===== src/rtl/cdb_pkg.sv =====
// Shared definitions for the common data bus: FU index map, default widths, payload type.
// The optional per-lane kill input of cdb_arbiter is enabled with the CDB_FLUSH_EN macro.
package cdb_pkg;

  localparam int CDB_DATA_W = 32;
  localparam int CDB_ADDR_W = 5;

  // FU index i drives arbiter lane i-1; CDB_result bit i names FU index i.
  localparam int ALU  = 1;
  localparam int MEM  = 2;
  localparam int MUL  = 3;
  localparam int DIV  = 4;
  localparam int JUMP = 5;
  localparam int ALU2 = 6;
  localparam int MEM2 = 7;
  localparam int MUL2 = 8;

  typedef struct packed {
    logic                  valid;
    logic [CDB_DATA_W-1:0] data;
    logic [CDB_ADDR_W-1:0] addr;
    logic                  wb;
  } cdb_payload_t;

  function automatic int fu_lane(input int fu_index);
    return fu_index - 1;
  endfunction

endpackage


===== src/rtl/cdb_arbiter_rr.sv =====
// Combinational round-robin picker: first requesting lane at or after ptr, wrapping.
// Generic in N so the issue-port arbiter can reuse it.
module rr_arbiter #(
  parameter int N     = 8,
  parameter int IDX_W = (N > 1) ? $clog2(N) : 1
) (
  input  logic [N-1:0]     req,
  input  logic [IDX_W-1:0] ptr,
  output logic [N-1:0]     grant,
  output logic [IDX_W-1:0] idx,
  output logic             valid
);

  logic [IDX_W-1:0] lane;

  always_comb begin
    grant = '0;
    idx   = '0;
    valid = 1'b0;
    lane  = '0;
    for (int off = 0; off < N; off++) begin
      lane = IDX_W'((int'(ptr) + off) % N);
      if (!valid && req[lane]) begin
        valid       = 1'b1;
        grant[lane] = 1'b1;
        idx         = lane;
      end
    end
  end

endmodule


===== src/rtl/cdb_arbiter.sv =====
// CDB writeback stage: one holding slot per FU, round-robin broadcast of one slot per cycle.
// Define CDB_FLUSH_EN to add the flush_mask input that kills speculative slots.
module cdb_arbiter
  import cdb_pkg::*;
#(
  parameter int FU_NUM = 8,
  parameter int DATA_W = CDB_DATA_W,
  parameter int ADDR_W = CDB_ADDR_W
) (
  input  logic                     clk,
  input  logic                     rst,
  input  logic [FU_NUM-1:0]        fu_valid,
  output logic [FU_NUM-1:0]        fu_ready,
  input  logic [FU_NUM*DATA_W-1:0] fu_data,
  input  logic [FU_NUM*ADDR_W-1:0] fu_rd,
  input  logic [FU_NUM-1:0]        fu_wb,
`ifdef CDB_FLUSH_EN
  input  logic [FU_NUM-1:0]        flush_mask,
`endif
  output logic                     CDB_valid,
  output logic [DATA_W-1:0]        CDB_data,
  output logic [ADDR_W-1:0]        CDB_addr,
  output logic [FU_NUM:0]          CDB_result,
  output logic                     register_write_en
);

  localparam int IDX_W = (FU_NUM > 1) ? $clog2(FU_NUM) : 1;

  // Handshake: a result moves into slot k on a rising edge where fu_valid[k] & fu_ready[k].
  // The FU must hold fu_valid and its payload stable until that edge.
  logic [FU_NUM-1:0] full;
  logic [DATA_W-1:0] slot_data [FU_NUM];
  logic [ADDR_W-1:0] slot_rd   [FU_NUM];
  logic [FU_NUM-1:0] slot_wb;
  logic [IDX_W-1:0]  rr_ptr;

  logic [FU_NUM-1:0] grant;
  logic [IDX_W-1:0]  win_idx;
  logic              any_req;
  logic              grant_ok;
  logic [FU_NUM-1:0] kill;
  logic [FU_NUM-1:0] accept;
  logic              cdb_wb;

  rr_arbiter #(
    .N     (FU_NUM),
    .IDX_W (IDX_W)
  ) u_rr (
    .req   (full),
    .ptr   (rr_ptr),
    .grant (grant),
    .idx   (win_idx),
    .valid (any_req)
  );

`ifdef CDB_FLUSH_EN
  assign kill = flush_mask;
`else
  assign kill = '0;
`endif

  // A killed winner produces no broadcast and leaves the pointer where it was.
  assign grant_ok = any_req & ~|(grant & kill);
  assign fu_ready = ~full | grant | kill;
  assign accept   = fu_valid & fu_ready & ~kill;

  always_ff @(posedge clk or negedge rst) begin
    if (!rst) begin
      full    <= '0;
      slot_wb <= '0;
      for (int k = 0; k < FU_NUM; k++) begin
        slot_data[k] <= '0;
        slot_rd[k]   <= '0;
      end
    end else begin
      for (int k = 0; k < FU_NUM; k++) begin
        if (kill[k]) begin
          full[k] <= 1'b0;
        end else if (accept[k]) begin
          full[k]      <= 1'b1;
          slot_data[k] <= fu_data[k*DATA_W +: DATA_W];
          slot_rd[k]   <= fu_rd[k*ADDR_W +: ADDR_W];
          slot_wb[k]   <= fu_wb[k];
        end else if (grant[k] && grant_ok) begin
          full[k] <= 1'b0;
        end
      end
    end
  end

  // Data and address hold their last broadcast value on idle cycles.
  always_ff @(posedge clk or negedge rst) begin
    if (!rst) begin
      CDB_valid  <= 1'b0;
      CDB_data   <= '0;
      CDB_addr   <= '0;
      CDB_result <= '0;
      cdb_wb     <= 1'b0;
      rr_ptr     <= '0;
    end else begin
      CDB_valid  <= grant_ok;
      CDB_result <= '0;
      if (grant_ok) begin
        CDB_data   <= slot_data[win_idx];
        CDB_addr   <= slot_rd[win_idx];
        cdb_wb     <= slot_wb[win_idx];
        CDB_result <= {grant, 1'b0};
        rr_ptr     <= (win_idx == IDX_W'(FU_NUM - 1)) ? '0 : win_idx + IDX_W'(1);
      end
    end
  end

  assign register_write_en = CDB_valid & cdb_wb & (CDB_addr != '0);

endmodule

===== config.mk =====
export PLATFORM = sky130hd
export DESIGN_NAME = cdb_arbiter
export DESIGN_NICKNAME = d
export VERILOG_FILES = /design/src/rtl/cdb_pkg.sv /design/src/rtl/cdb_arbiter_rr.sv /design/src/rtl/cdb_arbiter.sv
export SDC_FILE = /design/constraint.sdc
export NUM_CORES = 1
export LEC_CHECK = 0
export CORE_UTILIZATION = 47
export CTS_CLUSTER_DIAMETER = 100
export DETAILED_ROUTE_END_ITERATION = 7
export GPL_TIMING_DRIVEN = 0
export PLACE_DENSITY = 0.82
export SETUP_SLACK_MARGIN = 0.05
export SLEW_MARGIN = 5
export SYNTH_ARGS = -nofsm -noshare
export SYNTH_HDL_FRONTEND = slang
export SYNTH_SLANG_ARGS = --single-unit

===== constraint.sdc =====
create_clock -name clk -period 4.3 [get_ports clk]
set_input_delay 0.86 -clock clk [delete_from_list [all_inputs] [get_ports clk]]
set_output_delay 0.86 -clock clk [all_outputs]
set_load 0.01 [all_outputs]

==> results of run 1 <==
-- worst min-delay path by stage --
stage	from	end	slack [ns]	cells after the start
2_1_floorplan	slot_data[178]	slot_data[178]	0.46	1
3_3_place_gp	slot_data[189]	slot_data[189]	0.47	1
3_5_place_dp	slot_data[191]	slot_data[191]	0.47	1
4_1_cts	rst	slot_rd[11]	0.30	1
5_1_grt	rst	slot_rd[11]	0.31	1
6_report	rst	slot_rd[11]	0.28	1
-- repair_timing --
action	4_1_cts	5_1_grt
cloned	1	7
pin swaps	12	14
resized for setup	134	125
endpoints found under the setup margin	353	234
setup buffers	56	39
-- through the flow --
stage                     util, %  setup TNS, ns  setup WS, ns
after floorplan                 -              0        0.0899
after global placement       59.4       -4854.52        -12.98
after detailed placement     59.6        -170.62        -0.993
after CTS                    65.4          -3.46        -0.471
after global routing         67.7          -7.87        -0.569
final                        67.7          -5.12        -0.492
-- metal layers --
layer | vias to the layer above | share of wire, % | global-route usage [%] | wire length [um]
li1 | 5875 | - | - | -
met1 | 6794 | 42 | 37.2 | 24100
met2 | 467 | 49 | 49.1 | 27900
met3 | 99 | 5.7 | 6.40 | 3270
met4 | 0 | 3.4 | 10.7 | 1950
met5 | - | 0 | 0 | 0
-- worst reg2reg max path, delay by kind of cell, from the launching register on --
| family | cells | cell delay (ns) |
|---|---|---|
| buf+inv | 10 | 1.29 |
| mux | 3 | 1.14 |
| compound gates | 3 | 0.86 |
| flops | 1 | 0.37 |
| simple gates | 2 | 0.34 |
| fa+ha+maj | 1 | 0.26 |
-- cells by family (layout without fill, tap and decap cells) --
kind of cell / count (synthesis) / count (layout) / share of synthesized area (%)
simple gates: 160 / 160 / 4.12
flops: 362 / 362 / 52.0
other cells: 1 / 11 / 0.0215
mux: 450 / 450 / 29.6
fa+ha+maj: 8 / 8 / 0.575
xor+xnor: 3 / 3 / 0.151
buf+inv: 114 / 645 / 3.82
compound gates: 207 / 207 / 9.70
-- layout by cell type, fill, tap and decap left out, types with 6 or more instances in the layout --
cell type	netlist	layout
nand2_1	105	102
buf_6	7	37
mux2_2	275	253
mux2i_2	0	10
mux2i_1	122	107
a211oi_2	0	7
a221o_1	39	39
buf_4	18	83
clkdlybuf4s50_1	0	359
clkbuf_1	27	20
mux2_4	21	43
a211oi_1	39	32
nor2_1	10	7
a31oi_1	6	6
clkbuf_16	0	49
clkbuf_2	0	14
a21oi_1	7	6
inv_1	14	13
o21ai_0	6	6
diode_2	0	10
clkbuf_4	2	7
mux2_1	20	20
a21boi_0	38	38
dfrtp_1	362	362
buf_12	4	13
clkbuf_8	0	10
ha_1	8	7
mux4_2	6	10
a311oi_1	38	36
buf_2	36	20
nand2b_1	16	14
-- registers in the layout, indices dropped and copies added, names as in the netlist --
register	flops
slot_data	256
slot_rd	40
CDB_data	32
CDB_result	8
full	8
slot_wb	8
CDB_addr	5
rr_ptr	3
CDB_valid	1
cdb_wb	1
-- where the power goes --
part	internal (mW)	switching, mW
clock network	2.10	1.41
logic	7.95	7.70
registers	5.28	1.04
-- area by class of cell --
class                           instances  area [um^2]
Inverter                               17          105
Fill cell                            2588        11800
Multi-Input combinational cell        829         8120
Clock inverter                          9          133
Clock buffer                           61         1200
Timing Repair Buffer                  461         4620
Antenna cell                           10         25.0
Tap cell                              468          586
Sequential cell                       362         9060
Buffer                                 97          866
==> impl_metrics.ini, run 1 <==
[timing]
relSlewSlack_pct = 50.9
whs_ns = 0.284
final.setup.worst_slack_ns = -0.492
setup_viol = 38
finalHoldViolCount = 0
tightest_slew_ns = 0.737
max_freq_mhz = 209
rsz0062_at_grt = true
fin_crit_sh_pct = 111
finalCriticalPeriod_ns = 4.79
finClkSkew_ns = 0.0256
final_max_slew_viol_count = 0

[worst_hold_path]
hold_class = input pin to async pin

[worst_setup_path]
cp-endpoint = fu_ready[2]
path_buf_inv = 7
crit_path_end_kind = output port
r2r-start = rr_ptr[0]
critPathLaunchType = flop
r2r_setup_slack_ns = -0.10
crit_path_frequent_cell = buf_6
cp.required_ns = 3.44
critical_path_class = flop to output port
crit_arrival_ns = 3.93
reg2reg_depth = 19
startpoint = rr_ptr[0]
cpLargestDelayFamily = compound AO/OA/AOI/OAI gates
crit_chain = buf_6, buf_12, buf_12, clkinv_8, ha_4, clkbuf_16, mux4_2, a32o_2, buf_6, a32o_1, a221o_1, and2_4, a21oi_4, nand2_2, buf_6
worstPathMaxFanout = 5
r2r_end = slot_data[126]
critPathSlowestCell = mux4_2
cp.depth = 15
cpPeakStageDelay_ns = 0.55

[route]
avgViaCountPerCell = 5.72
vias = 13200
antenna_left = 0
wl_per_cell_um = 24.7
drc = 0
first_pass_iters = 7
initialDrtViolationCount = 668
drt_wl_total_um = 57200

[clock_tree]
cts_tree = yes
clkTransAtPathRegs_ns = 0.06
clockBufferDepth = 3
htreeDepth = 2
insertion_delay_ns = 0.54
cts_sinks = 362
cts_hold_buf = 0
cts-root-buf = clkbuf_16
cts_buffers = 40

[floorplan]
fp-row-count = 70
die_h_um = 194
io_pins = 370
start_util_pct = 47.7
placeableCoreArea_um2 = 36500
die-width_um = 194
dieArea_um2 = 37800

[placement]
dpl.cell_count = 2144
port_buffers = 368
dpl.hpwl_um = 39800
postPlaceCellArea_um2 = 21800
place_congestion = 0.893

[yosys]
yosys_register_bits = 362
synth_edf_count = 0
synthTopCellsByCount = 362 x dfrtp_1, 275 x mux2_2, 122 x mux2i_1
syn_inst = 1305
ys_seq_area_share_pct = 52.0
yosysWarnings = 0
yosysUniqueCellTypes = 62
syn_avg_cell_area_um2 = 13.3
ys_async_sr_fraction_pct = 100
ys.flop_type = dfrtp_1
synth.top_cells.by_area = dfrtp_1 52%, mux2_2 18%, mux2i_1 7.0%
synth.most_common_cell = dfrtp_1
synth_top_area_share_pct = 52.0
synth_top_area_cell = dfrtp_1
synth_area_um2 = 17400
synth_nets = 1627

[cells_and_area]
fin_cells = 2314
areaGrowthSynthToFinish_pct = 41.9
layout.nets = 2130
final_cell_area_um2 = 24700
layout-drive-gt1-share_pct = 33.6

[power]
power_density_nw_per_um2 = 1030
leakage_nw = 10.6
worst_ir_drop_vdd_mv = 0.528
total_power_mw = 25.5

[flow_run]
max_cap_violations = 0

[global_routing]
first_global_vias = 14000
antenna_found_initial = 10
grt_pass1_wl_um = 83600
track_usage_pct = 29.3
grt_overflow = 0
grt_start_max_net_pins = 118

[outcome]
violations = setup timing
outcome = complete, but fails checks
Power figures use the tool's default switching activity.
==> run 2: changes to the inputs <==
Settings changed: ABC_CLOCK_PERIOD_IN_PS set to 4300.
==> results of run 2 <==
Same layout as run 1: the final DEF is identical, and so are final timing and power.
